`config.mk`:
```
export PLATFORM = sky130hd
export DESIGN_NAME = vga_sync_gen
export DESIGN_NICKNAME = d
export VERILOG_FILES = /design/src/rtl/vga_timing_pkg.sv /design/src/rtl/vga_axis_counter.sv /design/src/rtl/vga_sync_gen.sv
export SDC_FILE = /design/constraint.sdc
export NUM_CORES = 1
export LEC_CHECK = 0
export CORE_MARGIN = 5
export CORE_UTILIZATION = 60
export DETAILED_ROUTE_END_ITERATION = 6
export MAX_ROUTING_LAYER = met4
export PLACE_DENSITY = 0.85
export SYNTH_ARGS = -nofsm -noshare
export SYNTH_HDL_FRONTEND = slang
export SYNTH_SLANG_ARGS = --single-unit
```
`constraint.sdc`:
```
create_clock -name clk -period 7.1 [get_ports clk]
set_input_delay 1.42 -clock clk [delete_from_list [all_inputs] [get_ports clk]]
set_output_delay 1.42 -clock clk [all_outputs]
set_load 0.01 [all_outputs]
```
`src/rtl/vga_timing_pkg.sv`:
```
// 640x480@60 Hz VGA timing constants and the per-axis region encoding
// shared by the sync generator and its axis counters.
package vga_timing_pkg;

   localparam int CNT_W = 10;

   localparam int H_VISIBLE = 640;
   localparam int H_FRONT   = 16;
   localparam int H_SYNC    = 96;
   localparam int H_BACK    = 48;
   localparam int V_VISIBLE = 480;
   localparam int V_FRONT   = 10;
   localparam int V_SYNC    = 2;
   localparam int V_BACK    = 33;

   localparam int H_TOTAL = H_VISIBLE + H_FRONT + H_SYNC + H_BACK;
   localparam int V_TOTAL = V_VISIBLE + V_FRONT + V_SYNC + V_BACK;

   typedef enum logic [1:0] {
      VIS  = 2'd0,
      FP   = 2'd1,
      SYNC = 2'd2,
      BP   = 2'd3
   } region_t;

endpackage

```
`src/rtl/vga_axis_counter.sv`:
```
// One timing axis: wrap-around position counter plus the region FSM
// (visible / front porch / sync / back porch) that follows it.
module vga_axis_counter
   import vga_timing_pkg::*;
(
   input  logic             clk,
   input  logic             reset,
   input  logic             step,
   input  logic [CNT_W-1:0] fp_start,
   input  logic [CNT_W-1:0] sync_start,
   input  logic [CNT_W-1:0] bp_start,
   input  logic [CNT_W-1:0] last,
   output logic [CNT_W-1:0] count,
   output region_t          region,
   output logic             wrap
);

   logic [CNT_W-1:0] cnt_nxt;
   region_t          region_nxt;

   // ">=" rather than "==" so an out-of-range count recovers on the next step.
   assign wrap = (count >= last);

   always_comb begin
      cnt_nxt    = count;
      region_nxt = region;
      if (step) begin
         cnt_nxt = wrap ? '0 : count + CNT_W'(1);
         case (region)
            VIS:  if (cnt_nxt == fp_start)   region_nxt = FP;
            FP:   if (cnt_nxt == sync_start) region_nxt = SYNC;
            SYNC: if (cnt_nxt == bp_start)   region_nxt = BP;
            default: region_nxt = region;
         endcase
         if (cnt_nxt == '0) region_nxt = VIS;
      end
   end

   always_ff @(posedge clk or posedge reset) begin
      if (reset) begin
         count  <= '0;
         region <= VIS;
      end else begin
         count  <= cnt_nxt;
         region <= region_nxt;
      end
   end

endmodule

```
`src/rtl/vga_sync_gen.sv`:
```
// VGA sync generator: registered hsync/vsync/video_on, pixel coordinates and
// line/frame strobes. Define VGA_FRAME_CNT_EN to build the 8-bit frame counter.
module vga_sync_gen #(
   parameter int   H_VISIBLE   = vga_timing_pkg::H_VISIBLE,
   parameter int   H_FRONT     = vga_timing_pkg::H_FRONT,
   parameter int   H_SYNC      = vga_timing_pkg::H_SYNC,
   parameter int   H_BACK      = vga_timing_pkg::H_BACK,
   parameter int   V_VISIBLE   = vga_timing_pkg::V_VISIBLE,
   parameter int   V_FRONT     = vga_timing_pkg::V_FRONT,
   parameter int   V_SYNC      = vga_timing_pkg::V_SYNC,
   parameter int   V_BACK      = vga_timing_pkg::V_BACK,
   parameter logic SYNC_ACTIVE = 1'b0
) (
   input  logic                             clk,
   input  logic                             reset,
   input  logic                             pix_en,
   output logic                             hsync,
   output logic                             vsync,
   output logic                             video_on,
   output logic [vga_timing_pkg::CNT_W-1:0] pixel_x,
   output logic [vga_timing_pkg::CNT_W-1:0] pixel_y,
   output logic                             line_start,
   output logic                             frame_start,
   output logic [7:0]                       frame_cnt
);

   import vga_timing_pkg::*;

   localparam int H_TOT = H_VISIBLE + H_FRONT + H_SYNC + H_BACK;
   localparam int V_TOT = V_VISIBLE + V_FRONT + V_SYNC + V_BACK;

   logic [CNT_W-1:0] h_cnt, v_cnt;
   region_t          h_region, v_region;
   logic             h_wrap;
   logic             v_wrap_unused;

   vga_axis_counter u_h_axis (
      .clk        (clk),
      .reset      (reset),
      .step       (pix_en),
      .fp_start   (CNT_W'(H_VISIBLE)),
      .sync_start (CNT_W'(H_VISIBLE + H_FRONT)),
      .bp_start   (CNT_W'(H_VISIBLE + H_FRONT + H_SYNC)),
      .last       (CNT_W'(H_TOT - 1)),
      .count      (h_cnt),
      .region     (h_region),
      .wrap       (h_wrap)
   );

   vga_axis_counter u_v_axis (
      .clk        (clk),
      .reset      (reset),
      .step       (pix_en & h_wrap),
      .fp_start   (CNT_W'(V_VISIBLE)),
      .sync_start (CNT_W'(V_VISIBLE + V_FRONT)),
      .bp_start   (CNT_W'(V_VISIBLE + V_FRONT + V_SYNC)),
      .last       (CNT_W'(V_TOT - 1)),
      .count      (v_cnt),
      .region     (v_region),
      .wrap       (v_wrap_unused)
   );

   // Outputs register the counter/region pair of the same step, so coordinates,
   // syncs and strobes are mutually aligned one clk behind the counters.
   always_ff @(posedge clk or posedge reset) begin
      if (reset) begin
         pixel_x     <= '0;
         pixel_y     <= '0;
         hsync       <= ~SYNC_ACTIVE;
         vsync       <= ~SYNC_ACTIVE;
         video_on    <= 1'b0;
         line_start  <= 1'b0;
         frame_start <= 1'b0;
      end else begin
         line_start  <= 1'b0;
         frame_start <= 1'b0;
         if (pix_en) begin
            pixel_x     <= h_cnt;
            pixel_y     <= v_cnt;
            hsync       <= (h_region == SYNC) ? SYNC_ACTIVE : ~SYNC_ACTIVE;
            vsync       <= (v_region == SYNC) ? SYNC_ACTIVE : ~SYNC_ACTIVE;
            video_on    <= (h_region == VIS) && (v_region == VIS);
            line_start  <= (h_cnt == '0);
            frame_start <= (h_cnt == '0) && (v_cnt == '0);
         end
      end
   end

`ifdef VGA_FRAME_CNT_EN
   logic [7:0] frame_q;

   always_ff @(posedge clk or posedge reset) begin
      if (reset) begin
         frame_q <= 8'd0;
      end else if (pix_en && (h_cnt == '0) && (v_cnt == '0)) begin
         frame_q <= frame_q + 8'd1;
      end
   end

   assign frame_cnt = frame_q;
`else
   assign frame_cnt = 8'd0;
`endif

endmodule

```
; After elaboration in Yosys (flattened, before gate mapping)
; Index checks and enable logic that the tools add are counted.
[op_classes]
n_addsub = 2
n_bitwise = 1
n_eq_ne = 16
mux = 16
n_reduce_logical = 12
magnitude_cmp = 2
[op_table]
columns = op, n
row1 = $logic_not A10 Y1, 4
row2 = $eq A10 B10 Y1 const B, 3
row3 = $eq A10 B9 Y1 const B, 3
row4 = $add A10 B1 Y10 const B, 2
row5 = $ge A10 B10 Y1 const B, 2
row6 = $mux W10, 2
row7 = $ne A3 B1 Y1 const B, 6
row8 = $mux W2, 8
row9 = $pmux W2 S3, 2
row10 = $reduce_and A5 Y1, 2
row11 = $reduce_bool A4 Y1, 2
row12 = $eq A2 B1 Y1 const B, 2
row13 = $eq A2 B2 Y1 const B, 2
row14 = $logic_not A2 Y1, 2
row15 = $mux W1, 4
row16 = $logic_and A1 B1 Y1, 2
row17 = $and A1 B1 Y1, 1
[word_totals]
register_bits = 49
input_bits = 3
wordCells = 60

; Logic depth before layout (Yosys ltp)
[logic_depth]
ltp_word = 6
mapped_depth = 9
depth_no_buf = 8

; By module
; A second synthesis with hierarchy kept.
[hier_totals]
cells_unflattened = 581
hier_area_um2 = 4840.9
[modules_own_cells]
columns = mod, cells_each, seq_area_each_um2, n_inst, area_per_inst_um2
row1 = vga_axis_counter, 253, 300.3, 2, 1894.3
row2 = vga_sync_gen, 75, 628.1, 1, 1052.3

; Least setup slack after synthesis
; Ideal clock, no wire load.
[synth_path]
path_type = input-to-reg
startpoint = input pix_en
endpoint = register u_h_axis.count[5]
required_ns = 6.965
setup_ns = 0.135
stages = 6
arrival_time_ns = 2.437
path_slack_ns = 4.528
path_buffers = 3
path_cell_list = clkbuf_1 > clkbuf_1 > clkbuf_1 > o21ai_0 > nand2_1 > o31ai_1
[synth_lines]
columns = element, line
row1 = "start, declared", vga_sync_gen.sv:16  ; input logic pix_en,
row2 = "end signal, assigned", vga_axis_counter.sv:44  ; count <= cnt_nxt;
row3 = "end, declared", vga_axis_counter.sv:13  ; output logic [CNT_W-1:0] count,

; Final worst setup path
[layout_path]
startpoint = input pix_en
endpoint = register u_h_axis.region[0]
[layout_between]
elab_chain_len = 1
[layout_lines]
columns = element, line
row1 = $reduce_and A5 Y1 (no line), --
row2 = "end signal, assigned", vga_axis_counter.sv:45  ; region <= region_nxt;
row3 = "end, declared", vga_axis_counter.sv:14  ; output region_t region,
; No other way between the ends.
; A chain may end at the register's enable or synchronous reset.

==> metrics.md <==
| Metric | Value |
|---|---|
| Total CTS buffers | `5` |
| Routed Antenna Nets | `0` |
| RSZ-0062 raised after global routing | `false` |
| Pwr Density | `214.7 nW/um^2` |
| Vias | `2514` |
| Deepest clock path buffer count | `2` |
| H-tree levels | `2` |
| Clk_skew | `roughly 8.4 ps` |
| Tot GR Track Use | `0.2208` |
| Met3 wire len | `507 microns` |
| Leakage | `0.001435 uW` |
| Skew-Pair Late Insertion Delay | `310 ps` |
| Register area share after synthesis | `0.3961` |
| # rows | `26` |
| IO Pins | `36` |
| First-pass GRT wire length | `between 10000 and 15000 microns` |
| Number of synthesis warnings | `0` |
| Most frequent cell after synthesis | `dfrtp_1` |
| Post-CTS setup buffer count | `0` |
| Post-DR vias/cell | `6.223` |
| Die Width | `81.90 microns` |
| Yosys reg bits | `just under 50` |
| WL final | `approximately 6600 microns` |
| Residual DRC | `0` |
| Nets | `approximately 350` |
| CP required | `7300 ps` |
| Post-synth ARST share | `1.000` |
| Max Freq | `285.8 MHz` |
| Dpl hpwl | `4591 microns` |
| Crit Path Max Fanout | `22` |
| Placer Congestion | `between 0.9 and 1` |
| Worst path top cell family by delay | `buffers and inverters` |
| Proportion of layout cells with a drive suffix above 1 | `0.1287` |
| CTS clk-pin slew, worst paths | `100 ps` |
| Worst endpoint data arrival time | `3700 ps` |
| Max_cap viols | `0` |
| Clock sink count | `49` |
| Area of the core | `5075 sq um` |
| Synth area leader | `dfrtp_1` |
| Routed length on met1 | `2912 microns` |
| Final worst path period share | `0.4929` |
| Post-DP Area | `3299 sq um` |
| Synth Area per Inst | `9.343 sq um` |
| Pre-Repair DR Iteration Count | `5` |
| Chip height | `81.90 microns` |
| Fin crit period | `3499 ps` |
| Cells after DPL | `~400` |
| Slew @ Worst Pin | `approximately 1000 ps` |
| # port buffers | `27` |
| Post_cts resized | `0` |
| R2r setup slk | `around 4100 ps` |
| Endpoints failing setup | `0` |
| Commonest cells in the netlist | `47 x dfrtp_1, 28 x clkbuf_1, 24 x nand2_1, 23 x mux2_2, 23 x o21ai_0` |
| Ys flop type | `dfrtp_1` |
| Die area | `approximately 6700 sq um` |
| DR iter-0 viols | `312` |
| Outcome | `finished, final reports clean` |
| Slew Limit Fails | `0` |
| Post-synth EDFFs | `0` |
| GR Overflow Total | `0` |
| CTS root buffer | `clkbuf_8` |
| Crit end category | `flip-flop` |
| Vias in the first global route | `2333` |
| Initial antenna violation count | `0` |
| Path type of the worst setup path | `input port to flip-flop` |
| Initial Utilization | `0.6112` |
| Hold crit path type | `flip-flop to flip-flop` |
| WP buf/inv | `3` |
| Critical Path Source Type | `input port` |
| Finished Cell Area | `3393 sq um` |
| Diodes inserted | `0` |
| Highest metal used | `met4` |
| Cells along the critical path | `clkdlybuf4s50_1 > buf_4 > inv_1 > nor2_1 > and4_1 > nand4_1 > mux2i_1` |
| Final instance count without filler cells | `404` |
| Fin Setup TNS | `0 ps` |
| Mapped Cells | `332` |
| CP peak stage delay | `990 ps` |
| Final Hold Viols | `0` |
| CTS tree | `done` |
| Max IR drop VDD | `158.3 uV` |
| Slew margin rel. | `0.3325` |
| Hold buffer count at CTS | `0` |
| Netlist cell types | `57` |
| Design Power | `roughly 730 uW` |
| Post-Synthesis Cell Area | `between 3000 and 4000 sq um` |
| Synth area leaders | `dfrtp_1 38%, mux2_2 8.4%, ha_1 4.8%` |
| WL per Instance | `16.28 microns` |
| WL met2 | `between 3000 and 4000 microns` |
| CP max stage cell | `clkdlybuf4s50_1` |
| P&R area growth vs syn | `9.399%` |
| Largest net degree at the start of global routing | `50` |
| Area share of the largest cell type after synthesis | `0.3792` |
## tightest hold or removal path, delay by kind of cell, from the launching register on
kind / cells / cell delay [ps]
DFF: 1 / 380
and+or+nand+nor: 1 / 80
AOI/OAI and AO/OA: 1 / 50
## state kept, by name, indices dropped and copies added (netlist names)
register / flops
hsync: 1
u_h_axis.region: 2
video_on: 1
pixel_y: 10
u_v_axis.count: 10
frame_start: 1
u_v_axis.region: 2
line_start: 1
pixel_x: 10
u_h_axis.count: 10
vsync: 1
## layout by cell type, fill, tap and decap left out, types with 3 or more instances in the layout
cell type,instances
dfrtp_1,47
clkdlybuf4s50_1,27
nand2_1,24
o21ai_0,23
mux2_2,23
nand3_1,15
inv_1,14
nor2_1,13
ha_1,12
a21oi_1,11
o31ai_1,8
nand4_1,8
conb_1,8
and2_1,6
and3_1,6
nor3_1,6
and4_1,5
clkbuf_8,5
o21a_1,4
nand2b_1,4
a31oi_1,4
mux2i_1,4
or3_1,3
o22ai_1,3
nand4b_1,3
xnor2_1,3
a41oi_1,3
o41ai_1,3
a21o_1,3
## metrics by stage
| step | hold WS [ps] | setup slack, ps | util |
|---|---|---|---|
| floorplan | 490.9 | 4510 | - |
| global placement | 478.3 | 3372 | 0.6501 |
| finish | 498.3 | 3601 | 0.6686 |
| global route | 518.9 | 3361 | 0.6686 |
| detailed placement | 485.5 | 3277 | 0.6501 |
| CTS | 502.2 | 3616 | 0.6686 |
## area by class of cell
class                      instances  area [sq um]
fill                             407          1682
multi-input combinational        234          1649
sequential                        49          1229
timing repair buffer              28         277.8
tap                               70         87.58
clock buffer                       5         68.82
inverter                          15         56.30
clock inverter                     3         25.02
## final timing paths
check                                            endpoint  cells past startpoint                          start
max reg2reg                u_v_axis.region[1]$_DFFE_PP0P_                      6  u_h_axis.count[0]$_DFFE_PP0P_
min reg2reg                             hsync$_DFFE_PP1P_                      2              hsync$_DFFE_PP1P_
min in group asynchronous          pixel_x[7]$_DFFE_PP0P_                      2                          reset
max                        u_h_axis.region[0]$_DFFE_PP0P_                      7                         pix_en
min                                     hsync$_DFFE_PP1P_                      2              hsync$_DFFE_PP1P_
max in group asynchronous          pixel_y[9]$_DFFE_PP0P_                      2                          reset
## where the power goes
part | internal (uW) | switching [uW] | leakage [uW] | total, uW
clock | 71.9 | 101 | 0.0000452 | 172
sequential | 314 | 71.4 | 0.000644 | 386
combinational | 89.9 | 80.1 | 0.000746 | 170
## logic make-up after synthesis
logic type,synth area share
AOI/OAI and AO/OA,0.1868
xor gates and xnor gates,0.01130
adders and majority gates,0.04841
buffers and inverters,0.08068
DFF,0.3961
muxes,0.09641
other,0.001209
and+or+nand+nor,0.1791
## metal layers
metal	track usage	vias up
li1	-	1184
met1	0.2981	1205
met2	0.3320	113
met3	0.04934	12
met4	0.06811	0
met5	-	-
Note: power is estimated with default switching activity, not from simulation.
